### src/rtl/hs_width_upsizer.sv
// Packs RATIO consecutive IN_WIDTH input words into one wide output word,
// little-endian by arrival order, with ilast closing a short final word.
module hs_width_upsizer #(
  parameter int IN_WIDTH    = 8,
  parameter int RATIO       = 4,
  parameter int COUNT_WIDTH = 3
) (
  input  logic                      clk,
  input  logic                      rst,
  input  logic [IN_WIDTH-1:0]       idata,
  input  logic                      idata_vld,
  input  logic                      ilast,
  output logic                      idata_rdy,
  output logic [IN_WIDTH*RATIO-1:0] odata,
  output logic                      odata_vld,
  input  logic                      odata_rdy,
  output logic                      olast,
  output logic [COUNT_WIDTH-1:0]    ocount
);

  localparam int OUT_W  = IN_WIDTH * RATIO;
  localparam int FILL_W = $clog2(RATIO);

  // Handshake: a word moves on a rising edge where its valid and ready are
  // both high; valid never waits on ready, and idata_rdy never looks at idata_vld.

  logic [FILL_W-1:0]      fill_q, fill_d;
  logic [OUT_W-1:0]       asm_q, asm_d;
  logic [OUT_W-1:0]       odata_q, odata_d;
  logic                   olast_q, olast_d;
  logic [COUNT_WIDTH-1:0] ocount_q, ocount_d;
  logic                   ovld_q, ovld_d;

  logic                   in_xfer;
  logic                   completing;
  logic [OUT_W-1:0]       merged;

  assign idata_rdy  = !ovld_q || odata_rdy;
  assign in_xfer    = idata_vld && idata_rdy;
  assign completing = in_xfer && (ilast || (fill_q == FILL_W'(RATIO - 1)));

  // Lanes above fill are always zero, so merging only touches lane fill.
  always_comb begin
    merged = asm_q;
    for (int k = 0; k < RATIO; k++) begin
      if (fill_q == FILL_W'(k)) begin
        merged[k*IN_WIDTH +: IN_WIDTH] = idata;
      end
    end
  end

  always_comb begin
    fill_d   = fill_q;
    asm_d    = asm_q;
    odata_d  = odata_q;
    olast_d  = olast_q;
    ocount_d = ocount_q;
    ovld_d   = ovld_q;
    if (ovld_q && odata_rdy) begin
      ovld_d = 1'b0;
    end
    if (in_xfer) begin
      if (completing) begin
        odata_d  = merged;
        ocount_d = COUNT_WIDTH'(fill_q) + COUNT_WIDTH'(1);
        olast_d  = ilast;
        ovld_d   = 1'b1;
        asm_d    = '0;
        fill_d   = '0;
      end else begin
        asm_d  = merged;
        fill_d = fill_q + FILL_W'(1);
      end
    end
  end

  always_ff @(posedge clk or posedge rst) begin
    if (rst) begin
      fill_q   <= '0;
      asm_q    <= '0;
      odata_q  <= '0;
      olast_q  <= 1'b0;
      ocount_q <= '0;
      ovld_q   <= 1'b0;
    end else begin
      fill_q   <= fill_d;
      asm_q    <= asm_d;
      odata_q  <= odata_d;
      olast_q  <= olast_d;
      ocount_q <= ocount_d;
      ovld_q   <= ovld_d;
    end
  end

  assign odata     = odata_q;
  assign olast     = olast_q;
  assign ocount    = ocount_q;
  assign odata_vld = ovld_q;

endmodule

### config.mk
export PLATFORM = sky130hd
export DESIGN_NAME = hs_width_upsizer
export DESIGN_NICKNAME = d
export VERILOG_FILES = /design/src/rtl/hs_width_upsizer.sv
export SDC_FILE = /design/constraint.sdc
export NUM_CORES = 1
export LEC_CHECK = 0
export CORE_MARGIN = 8
export CORE_UTILIZATION = 53
export DETAILED_ROUTE_END_ITERATION = 10
export HOLD_SLACK_MARGIN = 0.06
export PLACE_DENSITY_LB_ADDON = 0.1
export SLEW_MARGIN = 20
export SYNTH_ARGS = -nofsm -noshare
export SYNTH_HDL_FRONTEND = slang
export SYNTH_SLANG_ARGS = --single-unit
export TNS_END_PERCENT = 30
### constraint.sdc
create_clock -name clk -period 2.8 [get_ports clk]
set_clock_uncertainty 0.1 [all_clocks]
set_input_delay 0.7 -clock clk [delete_from_list [all_inputs] [get_ports clk]]
set_output_delay 0.7 -clock clk [all_outputs]
set_load 0.005 [all_outputs]
---- After elaboration in Yosys (flattened, before gate mapping) ----
Cells that the tools add are included.
storage, ports and cells
  flip-flop bits (word level) ............. 71
  input port bits ......................... 13
  output and inout bits ................... 38
  logic and storage cells ................. 28
operators by class
  $add $sub $neg .......................... 2
  equal/unequal tests ..................... 3
  muxes and demuxes ....................... 9
  reductions and logical operators ........ 8
operator list
  kind                                            number
  two-way mux 32 bit                              1
  two-way mux 8 bit                               4
  == test 2 bit (second input constant)           2
  adder 2 x 1 -> 3 bit (second input constant)    1
  logical AND 1 bit                               3
  two-way mux 1 bit                               3
  adder 2 x 1 -> 2 bit (second input constant)    1
  == test 2 x 1 -> 1 bit (second input constant)  1
  zero test 2 bit                                 1
  logical OR 1 bit                                2
  two-way mux 2 bit                               1
  AND reduction 2 bit                             1
  zero test 1 bit                                 1

---- Longest topological paths before layout ----
  word-level depth ........................ 6
  mapped depth ............................ 6
  mapped depth without buffers ............ 4

---- Worst setup path before layout ----
Ideal clock, no wire load.
  path type ............................... input port to output port
  from .................................... in odata_rdy
  to ...................................... out idata_rdy
  arrival time ............................ 1081 ps
  required time ........................... 2000 ps
  slack ................................... 919 ps
  stages .................................. 2
  path buffers ............................ 1
  path through ............................ nand2b_1 > buf_2
on the way
  cells in the longest elaborated chain, start to end .. 1
RTL lines
  item              RTL line  RTL
  start, declared   16        input logic odata_rdy,
  logical OR 1 bit  38        assign idata_rdy = !ovld_q || odata_rdy;
  end, declared     13        output logic idata_rdy,
Every way passes these cells.

---- Worst setup path in the final report ----
Ends and elaborated chain as after synthesis.

==> qor.tcl <==
set qor(postSynthAreaPerCell_um2) 14.7
set qor(complex_gate_fraction_of_the_synthesized_area) 0.0862
set qor(number_of_antenna_violations_at_the_first_check_in_global_routing) 0
set qor(critical_path.reg2reg.endpoint) {odata[17]}
set qor(die-width_um) 92.0
set qor(sequentialPowerShare) 0.446
set qor(rows) 27
set qor(synth-seq-area-share) 0.580
set qor(cts.sinks) 71
set qor(place.gp.congestion) 0.769
set qor(startpoint_of_the_worst_register_to_register_path) {fill_q[1]}
set qor(ys_ff_latch) 71
set qor(number_of_distinct_library_cells_after_synthesis) 22
set qor(grt-ovfl-total) 0
set qor(syn_inst) 208
set qor(worstMarginPinSlew_ns) 0.611
set qor(run_status) {finished, final reports clean}
set qor(synth.cells.most_frequent) {sky130_fd_sc_hd__dfrtp_1, sky130_fd_sc_hd__mux2_2, sky130_fd_sc_hd__a22o_1}
set qor(synth-adder-area-share) 0.0163
set qor(stdcell_area_um2) 3840
set qor(detail-route-antenna-nets) 0
set qor(drive_gt1_frac) 0.335
set qor(worst_setup_path_endpoint) {idata_rdy}
set qor(cp_max_fo) 2
set qor(yosysTopAreaCell) {sky130_fd_sc_hd__dfrtp_1}
set qor(timing.max_cap.violations) 0
set qor(worst_endpoint_data_arrival_time_ns) 1.79
set qor(totalWireLength_um) 6250
set qor(grt_start_max_net_pins) 72
set qor(routed-via-count) 1913
set qor(min_period_ns) 2.59
set qor(power.density_cell_area_nw_per_um2) 788
set qor(clockBufferDepth) 2
set qor(timing.final.crit_share) 0.925
set qor(viasPerCell) 5.61
set qor(area_growth_syn_to_layout_pct) 25.5
set qor(power.leakage_uw) 0.00181
set qor(post_synth_and_or_nand_nor_area_fraction) 0.0453
set qor(yosys_warnings) 0
set qor(report.final.hold_viol_count) 0
set qor(die-area_um2) 8470
set qor(ir_drop_mv) 0.475
set qor(worst-setup-path-type) {input pin to output pin}
set qor(power.net_switching_uw) 798
set qor(tritoncts) {built}
set qor(tritoncts.num_buffers) 9
set qor(post_cts.resized_instances) 0
set qor(netlist_area_um2) 3060
set qor(wl_per_cell_um) 18.3
set qor(numPortBuffers) 50
set qor(via_count_of_the_first_global_routing_pass) 2032
set qor(cts_root_buffer) {sky130_fd_sc_hd__clkbuf_8}
set qor(synth-xor-area-share) 0
set qor(synthMostInstantiatedCell) {sky130_fd_sc_hd__dfrtp_1}
set qor(async_reset_ff_frac) 1.00
set qor(top_level_port_count) 51
set qor(power.share.switching) 0.263
set qor(insertion_delay_ns) 0.34
set qor(dominant_combinational_cell_family_by_area_after_synthesis) {multiplexers}
set qor(die_height_um) 92.0
set qor(timing.critical_path.from) {odata_rdy}
set qor(timing.fmax_mhz) 386
set qor(timing.critical_path.to_type) {output pin}
set qor(setup.reg_to_reg.worst_slack_ns) 0.71
set qor(timing.hold.worst.class) {flop to flop}
set qor(nNetsFinal) 281
set qor(muxShareOfSynthArea) 0.243
set qor(rr_worst_depth) 5
set qor(core_area_um2) 5540
set qor(drt-pass1-iter-count) 4
set qor(remaining_drc_errors) 0
set qor(syn-num-nets) 225
set qor(cts.hold.buffers_added) 0
set qor(htreeDepth) 3
set qor(final.hold.worst_slack_ns) 0.383
set qor(synth_enable_flop_cells) 0
set qor(synth_top_cells_by_area) {sky130_fd_sc_hd__dfrtp_1, sky130_fd_sc_hd__mux2_2, sky130_fd_sc_hd__a22o_1}
set qor(global_route_wire_length_before_repair_um) 10500
set qor(clockPowerShare) 0.267
set qor(gr-usage-all-layers) 0.155
set qor(timing.critical_path.from_type) {input pin}
set qor(slew_viol_final) 0
set qor(timing.slew.headroom) 0.593
set qor(yosys_most_used_dff) {sky130_fd_sc_hd__dfrtp_1}
set qor(start_util) 0.553
set qor(detailedPlacementHpwl_um) 4190
set qor(post-cts-setup-buffers) 0
set qor(netlist.area_leader.share) 0.580
set qor(dpl_cell_area_um2) 3650
set qor(setup_viol) 0
set qor(rsz_0062_raised_after_global_routing) {no}
set qor(timing.critical_path.required_ns) 2.00
set qor(p_comb_frac) 0.287
set qor(antenna_cells_inserted) 0
set qor(finalSetupTns_ns) 0
set qor(internal_power_uw) 2230
set qor(path_clk_slew_ns) 0.07
set qor(drt_iter0_markers) 79
==> worst max-delay path, stage by stage <==
cell and delay (ns):
sky130_fd_sc_hd__clkdlybuf4s50_1 0.46, sky130_fd_sc_hd__nand2b_1 0.12, sky130_fd_sc_hd__clkdlybuf4s50_1 0.51
==> area by class of cell <==
cell class / instances / area (um2)
Sequential cell: 71 / 1780
Fill cell: 409 / 1700
Multi-Input combinational cell: 121 / 1200
Timing Repair Buffer: 58 / 573
Clock buffer: 10 / 138
Tap cell: 72 / 90.1
Clock inverter: 6 / 60.1
Inverter: 3 / 11.3
==> layout by cell type, fill, tap and decap left out <==
cell | netlist | routed
sky130_fd_sc_hd__dfrtp_1 | 71 | 71
sky130_fd_sc_hd__mux2_2 | 64 | 64
sky130_fd_sc_hd__clkdlybuf4s50_1 | 0 | 50
sky130_fd_sc_hd__a22o_1 | 26 | 26
sky130_fd_sc_hd__clkbuf_8 | 0 | 10
sky130_fd_sc_hd__and2_1 | 9 | 9
sky130_fd_sc_hd__buf_4 | 5 | 7
sky130_fd_sc_hd__ha_1 | 4 | 4
sky130_fd_sc_hd__and4_1 | 3 | 3
sky130_fd_sc_hd__o311ai_1 | 3 | 3
sky130_fd_sc_hd__clkinv_2 | 0 | 3
sky130_fd_sc_hd__inv_1 | 3 | 2
sky130_fd_sc_hd__nand4_1 | 2 | 2
sky130_fd_sc_hd__o21ai_0 | 2 | 2
sky130_fd_sc_hd__mux2_1 | 2 | 2
sky130_fd_sc_hd__nand3_1 | 2 | 2
sky130_fd_sc_hd__clkinvlp_4 | 0 | 2
sky130_fd_sc_hd__nor2_1 | 1 | 1
sky130_fd_sc_hd__nand2b_1 | 1 | 1
sky130_fd_sc_hd__nand3b_4 | 1 | 1
sky130_fd_sc_hd__nand2_1 | 1 | 1
sky130_fd_sc_hd__inv_2 | 0 | 1
sky130_fd_sc_hd__bufinv_16 | 0 | 1
sky130_fd_sc_hd__buf_12 | 0 | 1
==> layer usage <==
metal  up-vias  track usage  share of wire
met5         -            0              0
met3        10       0.0416          0.056
met4         0       0.0644          0.015
met1       974        0.196           0.46
li1        882            -              -
met2        47        0.246           0.47
==> worst min path at each step <==
stage,start,to,cells past startpoint
after global routing,asm_q[27],asm_q[27],1
after global placement,asm_q[26],asm_q[26],1
after floorplan,asm_q[24],asm_q[24],1
final,asm_q[30],asm_q[30],1
after CTS,asm_q[28],asm_q[28],1
after detailed placement,asm_q[28],asm_q[28],1
==> state kept, by name, indices dropped and copies added (netlist names) <==
name / cells
odata: 32
olast: 1
odata_vld: 1
ocount: 3
asm_q: 32
fill_q: 2
==> stage by stage <==
step,power (uW),instances,setup slack (ns),util
global placement,2230,325,0.229,0.658
detailed placement,2260,325,0.203,0.658
global route,3210,341,0.155,0.694
floorplan,1810,208,0.203,-
CTS,3080,341,0.186,0.694
finish,3030,341,0.210,0.694
==> power by group through the flow <==
| stage | clock [uW] | sequential [uW] | combinational (uW) |
|---|---|---|---|
| 6_report | 809 | 1350 | 869 |
| 5_1_grt | 872 | 1380 | 954 |
| 4_1_cts | 832 | 1360 | 889 |
| 3_5_place_dp | 0 | 1370 | 883 |
| 3_3_place_gp | 0 | 1360 | 872 |
| 2_1_floorplan | 0 | 1370 | 443 |
==> logic make-up after synthesis <==
kind of cell,after synthesis
AOI/OAI and AO/OA,31
adders and majority gates,4
buffers and inverters,16
DFF,71
muxes,66
and+or+nand+nor,20
(Power assumes the default switching activity.)
